===== src/rtl/cmp_mmio_pkg.sv =====
// Shared decode constants, FSM state and response-tag types for the CMP core
// memory-mapped access router.
package cmp_mmio_pkg;

   // NIC window: address bits [16:17] == 2'b11 (bit 0 is the MSB)
   localparam logic [1:0] NIC_WINDOW = 2'b11;
   localparam int         NIC_WIN_LO = 16;
   localparam int         CH_BASE    = 18;
   localparam int         TAG_CH_W   = 4;

   typedef enum logic [1:0] {
      SRC_DMEM,
      SRC_NIC,
      SRC_ZERO
   } rsp_src_e;

   typedef enum logic {
      ST_IDLE,
      ST_WAIT
   } fsm_state_e;

   typedef struct packed {
      logic                valid;
      rsp_src_e            src;
      logic [TAG_CH_W-1:0] ch;
   } rsp_tag_t;

endpackage


===== src/rtl/cmp_rsp_tag_pipe.sv =====
// RD_LAT-deep shift register of load-response tags; the last stage lines up
// with the cycle the addressed memory presents its read data.
module cmp_rsp_tag_pipe
   import cmp_mmio_pkg::*;
#(
   parameter int RD_LAT = 1
) (
   input  logic     clk,
   input  logic     reset,
   input  rsp_tag_t tag_in,
   output rsp_tag_t tag_out
);

   rsp_tag_t stage_q [RD_LAT];

   always_ff @(posedge clk) begin
      if (reset) begin
         for (int i = 0; i < RD_LAT; i++) stage_q[i] <= '0;
      end else begin
         stage_q[0] <= tag_in;
         for (int i = 1; i < RD_LAT; i++) stage_q[i] <= stage_q[i-1];
      end
   end

   assign tag_out = stage_q[RD_LAT-1];

endmodule


===== src/rtl/cmp_mmio_router.sv =====
// Routes core loads/stores to data memory or one of NCH NIC channels, stalls
// on a busy channel with a bounded wait, and steers load data by issue tag.
module cmp_mmio_router
   import cmp_mmio_pkg::*;
#(
   parameter int DW       = 64,
   parameter int NCH      = 4,
   parameter int CH_W     = 2,
   parameter int RD_LAT   = 1,
   parameter int WAIT_MAX = 16
) (
   input  logic              clk,
   input  logic              reset,
   input  logic [0:31]       cpu_addr,
   input  logic [0:DW-1]     cpu_din,
   input  logic              cpu_memEn,
   input  logic              cpu_wrEn,
   output logic [0:DW-1]     cpu_dout,
   output logic              cpu_stall,
   output logic              bus_err,
   output logic [0:31]       dmem_addr,
   output logic [0:DW-1]     dmem_din,
   output logic              dmem_en,
   output logic              dmem_wrEn,
   input  logic [0:DW-1]     dmem_dout,
   output logic [0:1]        nic_addr,
   output logic [0:DW-1]     nic_din,
   output logic [0:NCH-1]    nic_en,
   output logic [0:NCH-1]    nic_wrEn,
   input  logic [0:NCH-1]    nic_rdy,
   input  logic [0:NCH*DW-1] nic_dout,
   output fsm_state_e        dbg_state
);

   localparam int                 WAIT_W   = $clog2(WAIT_MAX + 1);
   localparam logic [WAIT_W-1:0]  WAIT_LIM = WAIT_W'(WAIT_MAX);

   // Handshake: the core holds cpu_addr/cpu_din/cpu_memEn/cpu_wrEn stable while
   // cpu_stall is high; an access completes in the first cycle with memEn=1 and
   // cpu_stall=0, and its load data appears on cpu_dout RD_LAT cycles later.

   fsm_state_e          state_q, state_d;
   logic [WAIT_W-1:0]   wait_cnt_q, wait_cnt_d;
   logic                bus_err_q;
   logic                nic_win, ch_mapped, ch_rdy;
   logic                nic_hit, dmem_hit, unmapped;
   logic                stall, issue, abort;
   logic [CH_W-1:0]     ch;
   rsp_tag_t            tag_in, tag_out;

   assign nic_win  = (cpu_addr[NIC_WIN_LO +: 2] == NIC_WINDOW);
   assign ch       = cpu_addr[CH_BASE +: CH_W];
   assign nic_addr = cpu_addr[30:31];

   always_comb begin
      ch_mapped = 1'b0;
      ch_rdy    = 1'b0;
      for (int c = 0; c < NCH; c++) begin
         if (ch == c[CH_W-1:0]) begin
            ch_mapped = 1'b1;
            ch_rdy    = nic_rdy[c];
         end
      end
   end

   assign nic_hit  = cpu_memEn & nic_win & ch_mapped;
   assign unmapped = cpu_memEn & nic_win & ~ch_mapped;
   assign dmem_hit = cpu_memEn & ~nic_win;

   always_ff @(posedge clk) begin
      if (reset) begin
         state_q    <= ST_IDLE;
         wait_cnt_q <= '0;
         bus_err_q  <= 1'b0;
      end else begin
         state_q    <= state_d;
         wait_cnt_q <= wait_cnt_d;
         bus_err_q  <= abort | unmapped;
      end
   end

   // Leaving WAIT for any reason other than a further stall clears the count;
   // a request that moves off the NIC window is simply abandoned.
   always_comb begin
      state_d    = state_q;
      wait_cnt_d = wait_cnt_q;
      stall      = 1'b0;
      issue      = 1'b0;
      abort      = 1'b0;
      case (state_q)
         ST_IDLE: begin
            if (nic_hit) begin
               if (ch_rdy) begin
                  issue = 1'b1;
               end else begin
                  stall      = 1'b1;
                  wait_cnt_d = WAIT_W'(1);
                  state_d    = ST_WAIT;
               end
            end
         end
         ST_WAIT: begin
            state_d    = ST_IDLE;
            wait_cnt_d = '0;
            if (nic_hit) begin
               if (ch_rdy) begin
                  issue = 1'b1;
               end else if (wait_cnt_q < WAIT_LIM) begin
                  stall      = 1'b1;
                  wait_cnt_d = wait_cnt_q + WAIT_W'(1);
                  state_d    = ST_WAIT;
               end else begin
                  abort = 1'b1;
               end
            end
         end
         default: begin
            state_d    = ST_IDLE;
            wait_cnt_d = '0;
         end
      endcase
   end

   assign dmem_addr = cpu_addr;
   assign dmem_din  = cpu_din;
   assign nic_din   = cpu_din;
   assign dmem_en   = ~reset & dmem_hit;
   assign dmem_wrEn = ~reset & dmem_hit & cpu_wrEn;
   assign cpu_stall = ~reset & stall;
   assign bus_err   = bus_err_q;
   assign dbg_state = state_q;

   always_comb begin
      nic_en   = '0;
      nic_wrEn = '0;
      for (int c = 0; c < NCH; c++) begin
         nic_en[c]   = ~reset & issue & (ch == c[CH_W-1:0]);
         nic_wrEn[c] = ~reset & issue & cpu_wrEn & (ch == c[CH_W-1:0]);
      end
   end

   // Aborted and unmapped loads still take a tag so their zero lands in order.
   always_comb begin
      tag_in       = '0;
      tag_in.valid = cpu_memEn & ~cpu_wrEn & ~stall;
      tag_in.ch    = TAG_CH_W'(ch);
      if (dmem_hit)   tag_in.src = SRC_DMEM;
      else if (issue) tag_in.src = SRC_NIC;
      else            tag_in.src = SRC_ZERO;
   end

   cmp_rsp_tag_pipe #(.RD_LAT(RD_LAT)) u_tag_pipe (
      .clk     (clk),
      .reset   (reset),
      .tag_in  (tag_in),
      .tag_out (tag_out)
   );

   always_comb begin
      cpu_dout = '0;
      if (tag_out.valid) begin
         case (tag_out.src)
            SRC_DMEM: cpu_dout = dmem_dout;
            SRC_NIC: begin
               for (int c = 0; c < NCH; c++) begin
                  if (tag_out.ch == TAG_CH_W'(c)) cpu_dout = nic_dout[c*DW +: DW];
               end
            end
            default: cpu_dout = '0;
         endcase
      end
   end

endmodule


===== config.mk =====
export PLATFORM = sky130hd
export DESIGN_NAME = cmp_mmio_router
export DESIGN_NICKNAME = d
export VERILOG_FILES = /design/src/rtl/cmp_mmio_pkg.sv /design/src/rtl/cmp_rsp_tag_pipe.sv /design/src/rtl/cmp_mmio_router.sv
export SDC_FILE = /design/constraint.sdc
export NUM_CORES = 1
export LEC_CHECK = 0
export ABC_AREA = 0
export ABC_CLOCK_PERIOD_IN_PS = 1900
export CELL_PAD_IN_SITES_DETAIL_PLACEMENT = 1
export CELL_PAD_IN_SITES_GLOBAL_PLACEMENT = 2
export CORE_AREA = 2 2 258 260
export CTS_BUF_LIST = sky130_fd_sc_hd__clkbuf_8
export CTS_CLUSTER_SIZE = 10
export DETAILED_ROUTE_END_ITERATION = 8
export DIE_AREA = 0 0 260 262
export HOLD_SLACK_MARGIN = 0.12
export PLACE_DENSITY = 0.63
export SYNTH_ARGS = -nofsm -noshare
export SYNTH_HDL_FRONTEND = slang
export SYNTH_SLANG_ARGS = --single-unit

===== constraint.sdc =====
create_clock -name clk -period 1.9 [get_ports clk]
set_input_delay 0.19 -clock clk [delete_from_list [all_inputs] [get_ports clk]]
set_output_delay 0.19 -clock clk [all_outputs]
set_load 0.02 [all_outputs]

==> results of run 1 <==
## worst paths after layout
kind | end
max | cpu_dout[16]
min | dmem_addr[2]
max reg2reg | wait_cnt_q[2]
min reg2reg | wait_cnt_q[4]
## power by group through the flow
stage,Sequential [W],Combinational (W),Clock [W]
6_report,0.000264,0.00158,0.000289
5_1_grt,0.000265,0.00169,0.000313
4_1_cts,0.000265,0.00161,0.000302
3_5_place_dp,0.000272,0.00152,0
3_3_place_gp,0.000272,0.00150,0
2_1_floorplan,0.000266,0.000973,0
## synthesized netlist by cell type, types with 3 or more instances
cell        n  area share
mux2i_1    64        0.15
clkbuf_1    7      0.0061
nand3_1     3      0.0035
a22o_1      3      0.0061
nor2_1     70       0.061
nand2_1     3      0.0026
mux4_2     65        0.34
buf_2      13       0.015
nand2b_1    5      0.0073
dfxtp_1    12       0.056
buf_4     169        0.30
and3_1      4      0.0058
## routing by layer
layer / vias up / track usage / wire length, um
met4: 14 / 0.02187 / 848
met3: 78 / 0.04533 / 4515
li1: 2083 / - / -
met5: - / 0.01736 / 218
met2: 410 / 0.1573 / 16320
met1: 2233 / 0.09590 / 11860
## critical path, cell delays in order (launching register included)
cell and delay (ps):
dfxtp_4 390, buf_12 130, buf_12 140, buf_8 120
mux4_2 510, mux2i_2 200, nor2_1 60, buf_2 160
## area by class of cell
| type | instances | area [um^2] |
|---|---|---|
| sequential | 12 | 251.5 |
| clock buffer | 4 | 55.05 |
| multi-input combinational | 241 | 2750 |
| antenna | 3 | 7.507 |
| inverter | 1 | 3.754 |
| timing repair buffer | 501 | 4873 |
| tap | 864 | 1081 |
| fill | 7670 | 56250 |
## flip-flops by register name, summed over array words and instances, names as in the netlist
signal,flops
u_tag_pipe.stage_q,5
dbg_state,1
bus_err,1
wait_cnt_q,5
## repair_timing
item,in CTS,in global routing
buffers inserted,22,12
resized for setup,338,54
cloned,3,0
setup endpoints to repair,75,71
pin swaps,5,19
## stage by stage
stage / instances / total power (W)
global placement: 1589 / 0.001769
global route: 1623 / 0.002265
floorplan: 445 / 0.001238
CTS: 1618 / 0.002177
finish: 1626 / 0.002133
detailed placement: 1589 / 0.001787
## cell families (layout without fill, tap and decap cells)
| group | count (synthesis) | in the layout |
|---|---|---|
| adder cells (fa/ha/maj) | 1 | 1 |
| buffers and inverters | 192 | 506 |
| multiplexers | 130 | 130 |
| XOR/XNOR | 1 | 1 |
| AO/OA/AOI/OAI | 11 | 11 |
| AND/OR/NAND/NOR | 98 | 98 |
| flip-flops | 12 | 12 |
| other | 0 | 3 |
==> impl_summary.txt, run 1 <==
----------------------------------------------------
[Status]
  Result of the run ... finished with violations
  Violations in the final reports ... negative setup slack

[Floorplanning]
  Die width ... 260 um
  Floorplan die height ... 262 um
  Die area ... 68120 um^2
  Number of placed I/O pins ... 663
  Initial core utilization ... 0.06571
  Placeable Area ... 65280 um^2
  Number of placement rows ... 94

[Final layout]
  Final Instance Area ... 9022 um^2
  Most common library cell in the layout ignoring fill and taps ... clkdlybuf4s50_1
  Layout cells sized above 1 ... 0.3320
  Area growth from synthesis to layout ... 110.4%
  Layout Utilization ... 0.1382
  Highest-count cells in the layout ignoring fill and taps ... 331 x clkdlybuf4s50_1, 96 x buf_4, 66 x nor2_1
  Number of nets in the layout ... 1185

[Route]
  Via density per instance ... 2.963
  Number of DRC violations after detailed-routing iteration 0 ... 158
  Routed length per instance ... 20.76 um
  Total via count after detailed routing ... 4818
  Number of nets still failing antenna checks after routing ... 0
  Pre-Repair DR Iteration Count ... 4
  Detailed-route DRC error count ... 0
  Wire length after detailed routing ... 33.76 mm

[GRT]
  Number of global-route vias before repair ... 5337
  Pin count of the biggest net entering global routing ... 31
  Total grt overflow ... 0
  Global-route usage over all layers ... 0.09035
  First-pass GRT wire length ... 42.76 mm
  Initial antenna violation count ... 16

[Worst setup path]
  Crit. End Element ... output pin
  Setup Crit Path Kind ... flop to output pin
  Source of the critical timing path ... u_tag_pipe.stage_q[0][0]
  R2R Path Start ... wait_cnt_q[0]
  Cell depth of the worst flop-to-flop path ... 4
  Arrival time of data at the critical path endpoint ... 1970 ps
  Worst endpoint required time ... 1710 ps
  CP startpoint kind ... flop
  Worst-path maximum fanout ... 6
  Reg2Reg Setup Slack ... 700 ps

[Clock network]
  Cell at the root of the clock tree ... clkbuf_8
  TritonCTS clock tree ... yes
  Hold buffer count at CTS ... 0
  Clock sink total ... 12
  Clock slew seen by the registers of the worst setup and hold paths ... 60 ps
  Clock latency reported for the late side of the worst-skew pair ... 240 ps
  Total clock buffers created by CTS ... 3
  Number of H-tree levels ... 1
  CTS Buffer Depth ... 2

[Timing]
  Final setup vio count ... 63
  Normalized max-slew margin ... 0.7771
  Slack of the critical path ... -258.8 ps
  Period Utilization, post-route ... 1.136
  Least-Margin Pin Slew ... 334.3 ps
  Final worst path period need ... 2159 ps
  RSZ-0062 raised after global routing ... yes
  TNS Setup ... -10640 ps
  Final Hold Vio Count ... 0
  Worst hold margin ... 380.0 ps
  Highest attainable clock frequency ... 463.2 MHz
  Final worst clock skew ... 5.264 ps
  Slew Viols, Final ... 0

[Pwr]
  Portion of total power attributed to sequential cells ... 0.124
  Fraction of power spent switching nets ... 0.2893
  Largest vdd supply drop ... 0.1572 mV
  Static power due to leakage ... 3.199 nW
  Cell internal pwr ... 0.001516 W
  Power per unit of standard cell area ... 236.4 nW/um^2
  Share of power burned in the clock network ... 0.135
  Sw power ... 0.0006171 W
  Logic gate share of total power ... 0.741

[Synth]
  Post-synth EDFFs ... 0
  Most used flip-flop cell after synthesis ... dfxtp_1
  Post-synthesis compound-gate area fraction ... 0.02130
  Number of distinct library cell variants in the gate-level netlist after synthesis ... 33
  Mux share of post-synthesis cell area ... 0.4933
  Post-synthesis share of cell area spent on full adders, half adders and majority gates ... 0.002917
  Total nets after synthesis ... 870
  Count of synthesis-stage warnings from yosys ... 0
  Portion of the post-synthesis area used by sequential elements ... 0.05601
  Post-Synth XOR/XNOR Area ... 0.002042
  Summed instance area of the synthesized netlist ... 4289 um^2
  Count of mapped cells out of synthesis ... 445
  Area share of and/or/nand/nor cells after synthesis ... 0.1047
  Number of flip-flops and latches in the synthesized netlist ... 12
  Average instance area after synthesis ... 9.638 um^2
  Post-synth ARST share ... 0
  Main combinational cell family by area after synthesis ... multiplexers

[Min path]
  Hold path start ... cpu_addr[2]
  Path type of the worst min-delay path ... input pin to output pin
  Number of cells on the worst hold path ... 0

[Run]
  Max_cap viols ... 0

[Placement]
  Placed standard-cell area ... 8708 um^2
  Weighted congestion at the end of routability-driven global placement ... 0.8470
  DP Worst Slack ... -586.1 ps
  HPWL after detailed placement ... 29.62 mm
  Count of port buffers added during placement ... 412

----------------------------------------------------
No activity file was read; power rests on OpenSTA's default activity.
==> run 2: changes to the inputs <==
--- a/config.mk
+++ b/config.mk
@@ -6,7 +6,7 @@
 export NUM_CORES = 1
 export LEC_CHECK = 0
 export ABC_AREA = 0
-export ABC_CLOCK_PERIOD_IN_PS = 1900
+export ABC_CLOCK_PERIOD_IN_PS = 2200
 export CELL_PAD_IN_SITES_DETAIL_PLACEMENT = 1
 export CELL_PAD_IN_SITES_GLOBAL_PLACEMENT = 2
 export CORE_AREA = 2 2 258 260
==> constraint.sdc (replaced) <==
create_clock -name clk -period 2.2 [get_ports clk]
set_input_delay 0.22 -clock clk [delete_from_list [all_inputs] [get_ports clk]]
set_output_delay 0.22 -clock clk [all_outputs]
set_load 0.02 [all_outputs]
==> run 2 against run 1 <==
The run now ends clean. Non-clock buffer count is 26 lower. Largest power group unchanged. Critical path depth stayed put. Sequential power decreased by 12%. Combinational power fell by 18%. Setup slack improved by 300 ps. Highest routed layer unchanged. Register-to-register slack improved by 300 ps. Utilization down 0.58 points. Sequential cell count unchanged. First-iteration DRC count is 5.7% lower.
==> impl_summary.txt, run 2 (synthesized netlist as in run 1, its figures left out) <==
----------------------------------------------------
[Status]
  Result of the run ... complete, no violations

[Route]
  Total via count after detailed routing ... 4746
  Via density per instance ... 2.964
  Routed length per instance ... 20.68 um
  Number of DRC violations after detailed-routing iteration 0 ... 149
  Wire length after detailed routing ... 33.10 mm
  Number of nets still failing antenna checks after routing ... 0
  Detailed-route DRC error count ... 0
  Pre-Repair DR Iteration Count ... 4

[Worst setup path]
  Reg2Reg Setup Slack ... 1000 ps
  Most frequent cell on the critical path ... buf_12
  Critical Path Max Stage Delay ... 500 ps
  CP startpoint kind ... flop
  Worst endpoint required time ... 1980 ps
  Series of cell instances along the critical path ... buf_12 -> buf_12 -> buf_4 -> mux4_2 -> mux2i_1 -> nor2_1 -> buf_2
  Worst-path maximum fanout ... 10
  Setup Crit Path Kind ... flop to output pin
  Cell with the largest stage delay on the worst path ... mux4_2
  Crit. End Element ... output pin
  Arrival time of data at the critical path endpoint ... 1940 ps

[Placement]
  Weighted congestion at the end of routability-driven global placement ... 0.7713
  Placed standard-cell area ... 8661 um^2
  HPWL after detailed placement ... 29.29 mm
  Count of port buffers added during placement ... 412
  DP Worst Slack ... -366.9 ps
  Dpl cells ... 1581

[Timing]
  Highest attainable clock frequency ... 463.1 MHz
  Slack of the critical path ... 40.64 ps
  RSZ-0062 raised after global routing ... yes
  Least-Margin Pin Slew ... 537.7 ps
  Normalized max-slew margin ... 0.6416
  Period Utilization, post-route ... 0.9815
  Slew Viols, Final ... 0
  Final setup vio count ... 0
  Final Hold Vio Count ... 0
  Final worst path period need ... 2159 ps
  TNS Setup ... 0 ps
  Final worst clock skew ... 4.051 ps

[Floorplanning]
  Initial core utilization ... 0.06571
  Floorplan die height ... 262 um
  Number of placed I/O pins ... 663
  Die width ... 260 um
  Number of placement rows ... 94
  Placeable Area ... 65280 um^2
  Die area ... 68120 um^2

[Final layout]
  Area growth from synthesis to layout ... 101.5%
  Layout cells sized above 1 ... 0.2879
  Most common library cell in the layout ignoring fill and taps ... clkdlybuf4s50_1
  Layout Utilization ... 0.1324
  Final Instance Area ... 8642 um^2
  Largest registers ... u_tag_pipe.stage_q (5), wait_cnt_q (5)
  Highest-count cells in the layout ignoring fill and taps ... 339 x clkdlybuf4s50_1, 67 x nor2_1, 65 x mux4_2
  Number of nets in the layout ... 1159
  Cell Count, Final, Fillers Out ... 1601

[Clock network]
  Hold buffer count at CTS ... 0
  Total clock buffers created by CTS ... 3
  TritonCTS clock tree ... yes
  Clock sink total ... 12
  Clock slew seen by the registers of the worst setup and hold paths ... 60 ps
  Cell at the root of the clock tree ... clkbuf_8
  Clock latency reported for the late side of the worst-skew pair ... 250 ps
  Number of H-tree levels ... 1
  CTS Buffer Depth ... 2

[GRT]
  Total grt overflow ... 0
  Global-route usage over all layers ... 0.08834
  Initial antenna violation count ... 16
  First-pass GRT wire length ... 41.59 mm
  Pin count of the biggest net entering global routing ... 48
  Number of global-route vias before repair ... 5170

[Pwr]
  Static power due to leakage ... 2.999 nW
  Largest vdd supply drop ... 0.1177 mV
  Power per unit of standard cell area ... 206.4 nW/um^2

[Min path]
  Path type of the worst min-delay path ... input pin to output pin

[Run]
  Max_cap viols ... 0

----------------------------------------------------
==> run 2: cell type report <==
class	count	area (um^2)
Timing Repair Buffer	475	4521
Multi-Input combinational cell	241	2720
Sequential cell	12	251.5
Clock buffer	4	55.05
Tap cell	864	1081
Fill cell	7679	56630
Inverter	1	3.754
Antenna cell	4	10.01
==> run 2: final timing paths <==
path,cells past startpoint,to,from
max,7,cpu_dout[26],u_tag_pipe.stage_q[0][0]
min,0,dmem_addr[2],cpu_addr[2]
max reg2reg,4,wait_cnt_q[2],wait_cnt_q[0]
min reg2reg,1,wait_cnt_q[4],wait_cnt_q[4]
==> run 2: where the power goes <==
group	switching (W)	total, W	internal [W]
clock	0.000102	0.000261	0.000159
sequential	0.0000115	0.000233	0.000221
combinational	0.000410	0.00129	0.000880
total	0.000524	0.00178	0.00126
==> run 2: through the flow <==
stage	hold slack (ps)	power, W
floorplan	291.6	0.001070
global placement	440.1	0.001521
detailed placement	440.1	0.001532
CTS	440.1	0.001834
finish	440.0	0.001784
global route	440.0	0.001888
==> run 2: what timing repair did <==
action | 4_1_cts | 5_1_grt
pin swaps | 0 | 1
setup buffers | 5 | 8
cloned | 2 | 0
gates resized for setup | 257 | 22
endpoints found under the setup margin | 71 | 39
==> run 2: routing by layer <==
layer / wire length (um) / GRT usage / vias to the layer above
met5: 212 / 0.01736 / -
met4: 946 / 0.02458 / 14
met3: 4641 / 0.04639 / 80
met2: 15820 / 0.1535 / 417
met1: 11480 / 0.09152 / 2203
li1: - / - / 2032
==> run 2: worst max-delay path: cells and delay by family, from the launching register on <==
| family | cells | cell delay, ps |
|---|---|---|
| buffers and inverters | 4 | 570 |
| muxes | 2 | 650 |
| DFF | 1 | 390 |
| and+or+nand+nor | 1 | 50 |
==> patch 1 (settings of run 1) <==
Set the parameter `CH_W` to 4 (it was 2).
--- a/src/rtl/cmp_mmio_router.sv
+++ b/src/rtl/cmp_mmio_router.sv
@@ -6,5 +6,5 @@
    parameter int DW       = 64,
    parameter int NCH      = 4,
-   parameter int CH_W     = 2,
+   parameter int CH_W     = 4,
    parameter int RD_LAT   = 1,
    parameter int WAIT_MAX = 16
Check against the original RTL: not equivalent (Yosys sat finds a counterexample within 4 cycles, from zero or initial values and one cycle with reset high).
==> patch 1 against run 1 <==
- the flow still finishes with violations (setup timing)
- synthesized cell count rose by 38%
- sequential share of layout area grew 0.18 points
- worst setup slack got worse by 0.18 ns
- maximum frequency fell by 7.5%
- wire length decreased by 3.0%
- area after synthesis grew 7.5%
- cell area increased by 8.6%
- sequential cell count up 2
- power fell by 4.0%
==> patch 1: results (changes against run 1) <==
| Metric | Value |
|---|---|
| Status | complete, but fails checks |
| Violated checks | setup timing |
| Syn Inst Count | 613 (+38%) |
| Via count of the first global-routing pass | 6,407 (+20%) |
| Arrival @ worst endpoint | 2.15 ns (+0.18 ns) |
| # port buffers | 416 (+0.97%) |
| Final setup margin | -0.435 ns (-0.176 ns) |
| VDD IR max | 0.000293 V (+87%) |
| DP Wirelength | 25.0 mm (-16%) |
| All-Layer GR Usage | 0.0864 (-0.00396) |
| Dpl cell area | 9380 µm² (+7.7%) |
| Global-route wire length before repair | 43.3 mm (+1.3%) |
| Leakage | 3.51 nW (+9.9%) |
| Final Non-Filler Cells | 1,809 (+11%) |
| Place WS | -0.827 ns (-0.241 ns) |
| Final Setup Violations | 64 (+1.6%) |
| Worst-path fanout max | 16 (+10) |
| Pint | 1.40 mW (-7.4%) |
| Layout cells sized above 1 | 0.340 (+0.00767) |
| Setup TNS | -23.12 ns (-12.47 ns) |
| M3 GR Usage | 0.0244 (-0.0209) |
| Total Wirelength | 32.8 mm (-3.0%) |
| GRT met2 Usage | 0.146 (-0.0111) |
| Top cells by instance count after synthesis | buf_4, nand2_1, mux2_2, o221a_1, o21ai_1 |
| Worst Skew | 0.00425 ns (-0.00101 ns) |
| Register area share after synthesis | 0.0608 (+0.00476) |
| Hold Path Class | in -> reg |
| Fin nets | 1,371 (+16%) |
| Largest registers | u_tag_pipe.stage_q (7), wait_cnt_q (5) |
| Cell variety after synth | 47 (+42%) |
| Slew @ Worst Pin | 0.449 ns (+0.115 ns) |
| Initial antenna violation count | 1 (-15) |
| M1 GR Usage | 0.108 (+0.0123) |
| DR iter-0 viols | 171 (+8.2%) |
| Via/cell ratio | 3.28 (+11%) |
==> patch 1: cell count changes in the layout (fill, tap and decap cells not counted), moves of 25 or more <==
cell and delta:
mux4_2 -65, nand2_1 +64, mux2_2 +63, o221a_1 +63, nor2_1 -57, mux2i_1 -53
o21ai_1 +46, a21oi_1 +25
==> patch 1: repair_timing <==
| item | in CTS | in global routing |
|---|---|---|
| endpoints found under the setup margin | 75 | 69 |
| hold endpoints to repair | 0 | 0 |
| pin swaps | 23 | 37 |
| buffers inserted | 12 | 4 |
| gates cloned | 4 | 3 |
| gates resized for setup | 383 | 60 |
==> patch 1: logic make-up after synthesis <==
logic type      Yosys count  share of synthesized area
xor+xnor                  1                    0.00190
flops                    14                     0.0608
buf+inv                 212                      0.321
compound gates          208                      0.340
fa+ha+maj                 1                    0.00271
mux                      64                      0.156
simple gates            113                      0.117
==> patch 1: worst max-delay path, cell delays in order (launching register included) <==
cell	delay [ns]
dfxtp_2	0.33
or4b_4	0.61
buf_8	0.18
buf_12	0.15
o221a_1	0.29
o21ai_1	0.09
a21oi_1	0.08
buf_4	0.16
==> patch 1: per-layer routing <==
metal	part of all wire	routed length (µm)
met3	0.088	2870
met4	0.021	700
met2	0.47	15300
met1	0.42	13800
met5	0	0
==> patch 1: power groups by stage <==
| stage | sequential, mW | combinational [mW] | clock [mW] |
|---|---|---|---|
| floorplan | 0.314 | 0.859 | 0 |
| global placement | 0.314 | 1.43 | 0 |
| detailed placement | 0.314 | 1.44 | 0 |
| CTS | 0.308 | 1.50 | 0.248 |
| global route | 0.310 | 1.60 | 0.269 |
| finish | 0.309 | 1.50 | 0.241 |
==> patch 1: area by class of cell <==
class / instances / area (µm²) / share of cell area
repair buffers: 538 / 5300 / 0.541
multi-input cells: 387 / 3070 / 0.313
well taps: 864 / 1080 / 0.110
flip-flops and latches: 14 / 290 / 0.0296
clock buffers: 3 / 41.3 / 0.00422
inverters: 2 / 7.51 / 0.000766
clock inverters: 1 / 3.75 / 0.000383
==> patch 1: worst paths after layout <==
| check | startpoint | endpoint | slack, ns | cells past startpoint |
|---|---|---|---|---|
| max | u_tag_pipe.stage_q[0][3]$_SDFF_PP0_ | cpu_dout[34] | -0.44 | 7 |
| min reg2reg | wait_cnt_q[2]$_SDFFE_PP0P_ | wait_cnt_q[2]$_SDFFE_PP0P_ | 0.49 | 1 |
| max reg2reg | dbg_state$_SDFF_PP0_ | wait_cnt_q[2]$_SDFFE_PP0P_ | 0.71 | 5 |
| min | reset | u_tag_pipe.stage_q[0][0]$_SDFF_PP0_ | 0.29 | 3 |
==> patch 2 (flow settings as in run 1) <==
Made on the original files. Reset style: asynchronous (`reset`), changed in 2 clocked blocks.
--- a/src/rtl/cmp_rsp_tag_pipe.sv
+++ b/src/rtl/cmp_rsp_tag_pipe.sv
@@ -14,5 +14,5 @@
    rsp_tag_t stage_q [RD_LAT];
 
-   always_ff @(posedge clk) begin
+   always_ff @(posedge clk or posedge reset) begin
       if (reset) begin
          for (int i = 0; i < RD_LAT; i++) stage_q[i] <= '0;
--- a/src/rtl/cmp_mmio_router.sv
+++ b/src/rtl/cmp_mmio_router.sv
@@ -68,5 +68,5 @@
    assign dmem_hit = cpu_memEn & ~nic_win;
 
-   always_ff @(posedge clk) begin
+   always_ff @(posedge clk or posedge reset) begin
       if (reset) begin
          state_q    <= ST_IDLE;
Formal check against the unedited RTL: differs if reset is asserted again (counterexample within 4 cycles, from zero or initial values and one cycle with reset high); with reset held inactive, the same outputs for 4 cycles.
==> patch 2 against run 1 <==
- wire length down 18%
- worst setup slack worse by 0.11 ns
- sequential cell count did not move
- critical endpoint is now cpu_dout[36]
- highest routed layer unchanged
- power grew 0.55%
- the flow still finishes with violations (setup timing)
- cell area shrank 2.1%
- global-route usage down 1.8 points
- area after synthesis is 0.64% lower
- synthesized cell count is 1.8% lower
- largest power group unchanged
==> patch 2: results (changes against run 1) <==
| Metric | Value |
|---|---|
| Status | complete, but fails checks |
| Violated checks | setup timing |
| Seq area share | 0.0353 (+0.00740) |
| # fillers | 7,604 (-0.86%) |
| Arrival @ worst endpoint | 2.08 ns (+0.11 ns) |
| Worst Skew | 0.00287 ns (-0.00240 ns) |
| Cell variety after synth | 27 (-18%) |
| VDD IR max | 0.000176 V (+12%) |
| GRT met2 Usage | 0.141 (-0.0160) |
| CTS resizes | 341 (+0.89%) |
| Final setup margin | -0.369 ns (-0.110 ns) |
| Syn nets | 862 (-0.92%) |
| Seq Cell Count | 12 (unchanged) |
| Leakage | 3.17 nW (-1.1%) |
| Fin nets | 1,165 (-1.7%) |
| Final Setup Violations | 64 (+1.6%) |
| Adder-Cell Fraction of Synth Area | 0.00294 (+0.0000188) |
| Global-route wire length before repair | 36.1 mm (-16%) |
| Ys flop type | dfrtp_1 |
| Largest net degree at the start of global routing | 34 (+9.7%) |
| Synth Area in XOR/XNOR | 0.00411 (+0.00207) |
| Reg-to-Reg Start | wait_cnt_q[4]$_DFFE_PP0P_ |
| Register area share after synthesis | 0.0705 (+0.0145) |
| RR Endpoint | wait_cnt_q[1]$_DFFE_PP0P_ |
| Place WS | -0.681 ns (-0.0948 ns) |
| Reg2Reg Depth | 3 (-1) |
| Critical path startpoint | u_tag_pipe.tag_out[0]$_DFF_PP0_ |
| DR iter-0 viols | 128 (-19%) |
| Layout clock area frac | 0.00623 (+0.000131) |
| Hold path depth | 2 (+2) |
| Via count of the first global-routing pass | 5,104 (-4.4%) |
| Hold slack | 0.295 ns (-0.0848 ns) |
| Setup TNS | -12.53 ns (-1.88 ns) |
| Hold EP | u_tag_pipe.tag_out[0]$_DFF_PP0_ |
| Non-Clock Inverter Count | 2 (+1) |
| N_diodes | 0 (-3) |
| M3 GR Usage | 0.0283 (-0.0171) |
| Bufs w/o clock | 488 (-2.6%) |
| Crit-path leading delay family | buffers and inverters |
| Met3 routed WL | 3.45 mm (-23%) |
| RD Place Congestion | 0.737 (-13%) |
| Vias | 4,562 (-5.3%) |
| Setup Fix Bufs, Post-CTS | 12 (-45%) |
## patch 2: cell types whose count changed in the layout (fill, tap and decap cells not counted), moves of 4 or more
cell	change
mux2i_2	-9
buf_6	-4
buf_4	-23
buf_2	+16
dfxtp_1	-9
dfrtp_1	+9
mux2i_1	+9
nand2b_1	-4
## patch 2: stage by stage
| step | std cells | area (µm²) | util |
|---|---|---|---|
| 4_1_cts | 1603 | 8840 | 0.135 |
| 3_5_place_dp | 1587 | 8750 | 0.134 |
| 6_report | 1603 | 8830 | 0.135 |
| 3_3_place_gp | 1587 | 8750 | 0.134 |
| 5_1_grt | 1603 | 8830 | 0.135 |
| 2_1_floorplan | 437 | 4260 | - |
## patch 2: power by group through the flow
stage | clock network (mW) | registers, mW | logic, mW
2_1_floorplan | 0 | 0.283 | 1.02
3_3_place_gp | 0 | 0.291 | 1.55
3_5_place_dp | 0 | 0.294 | 1.57
4_1_cts | 0.283 | 0.291 | 1.62
5_1_grt | 0.290 | 0.292 | 1.69
6_report | 0.273 | 0.290 | 1.58
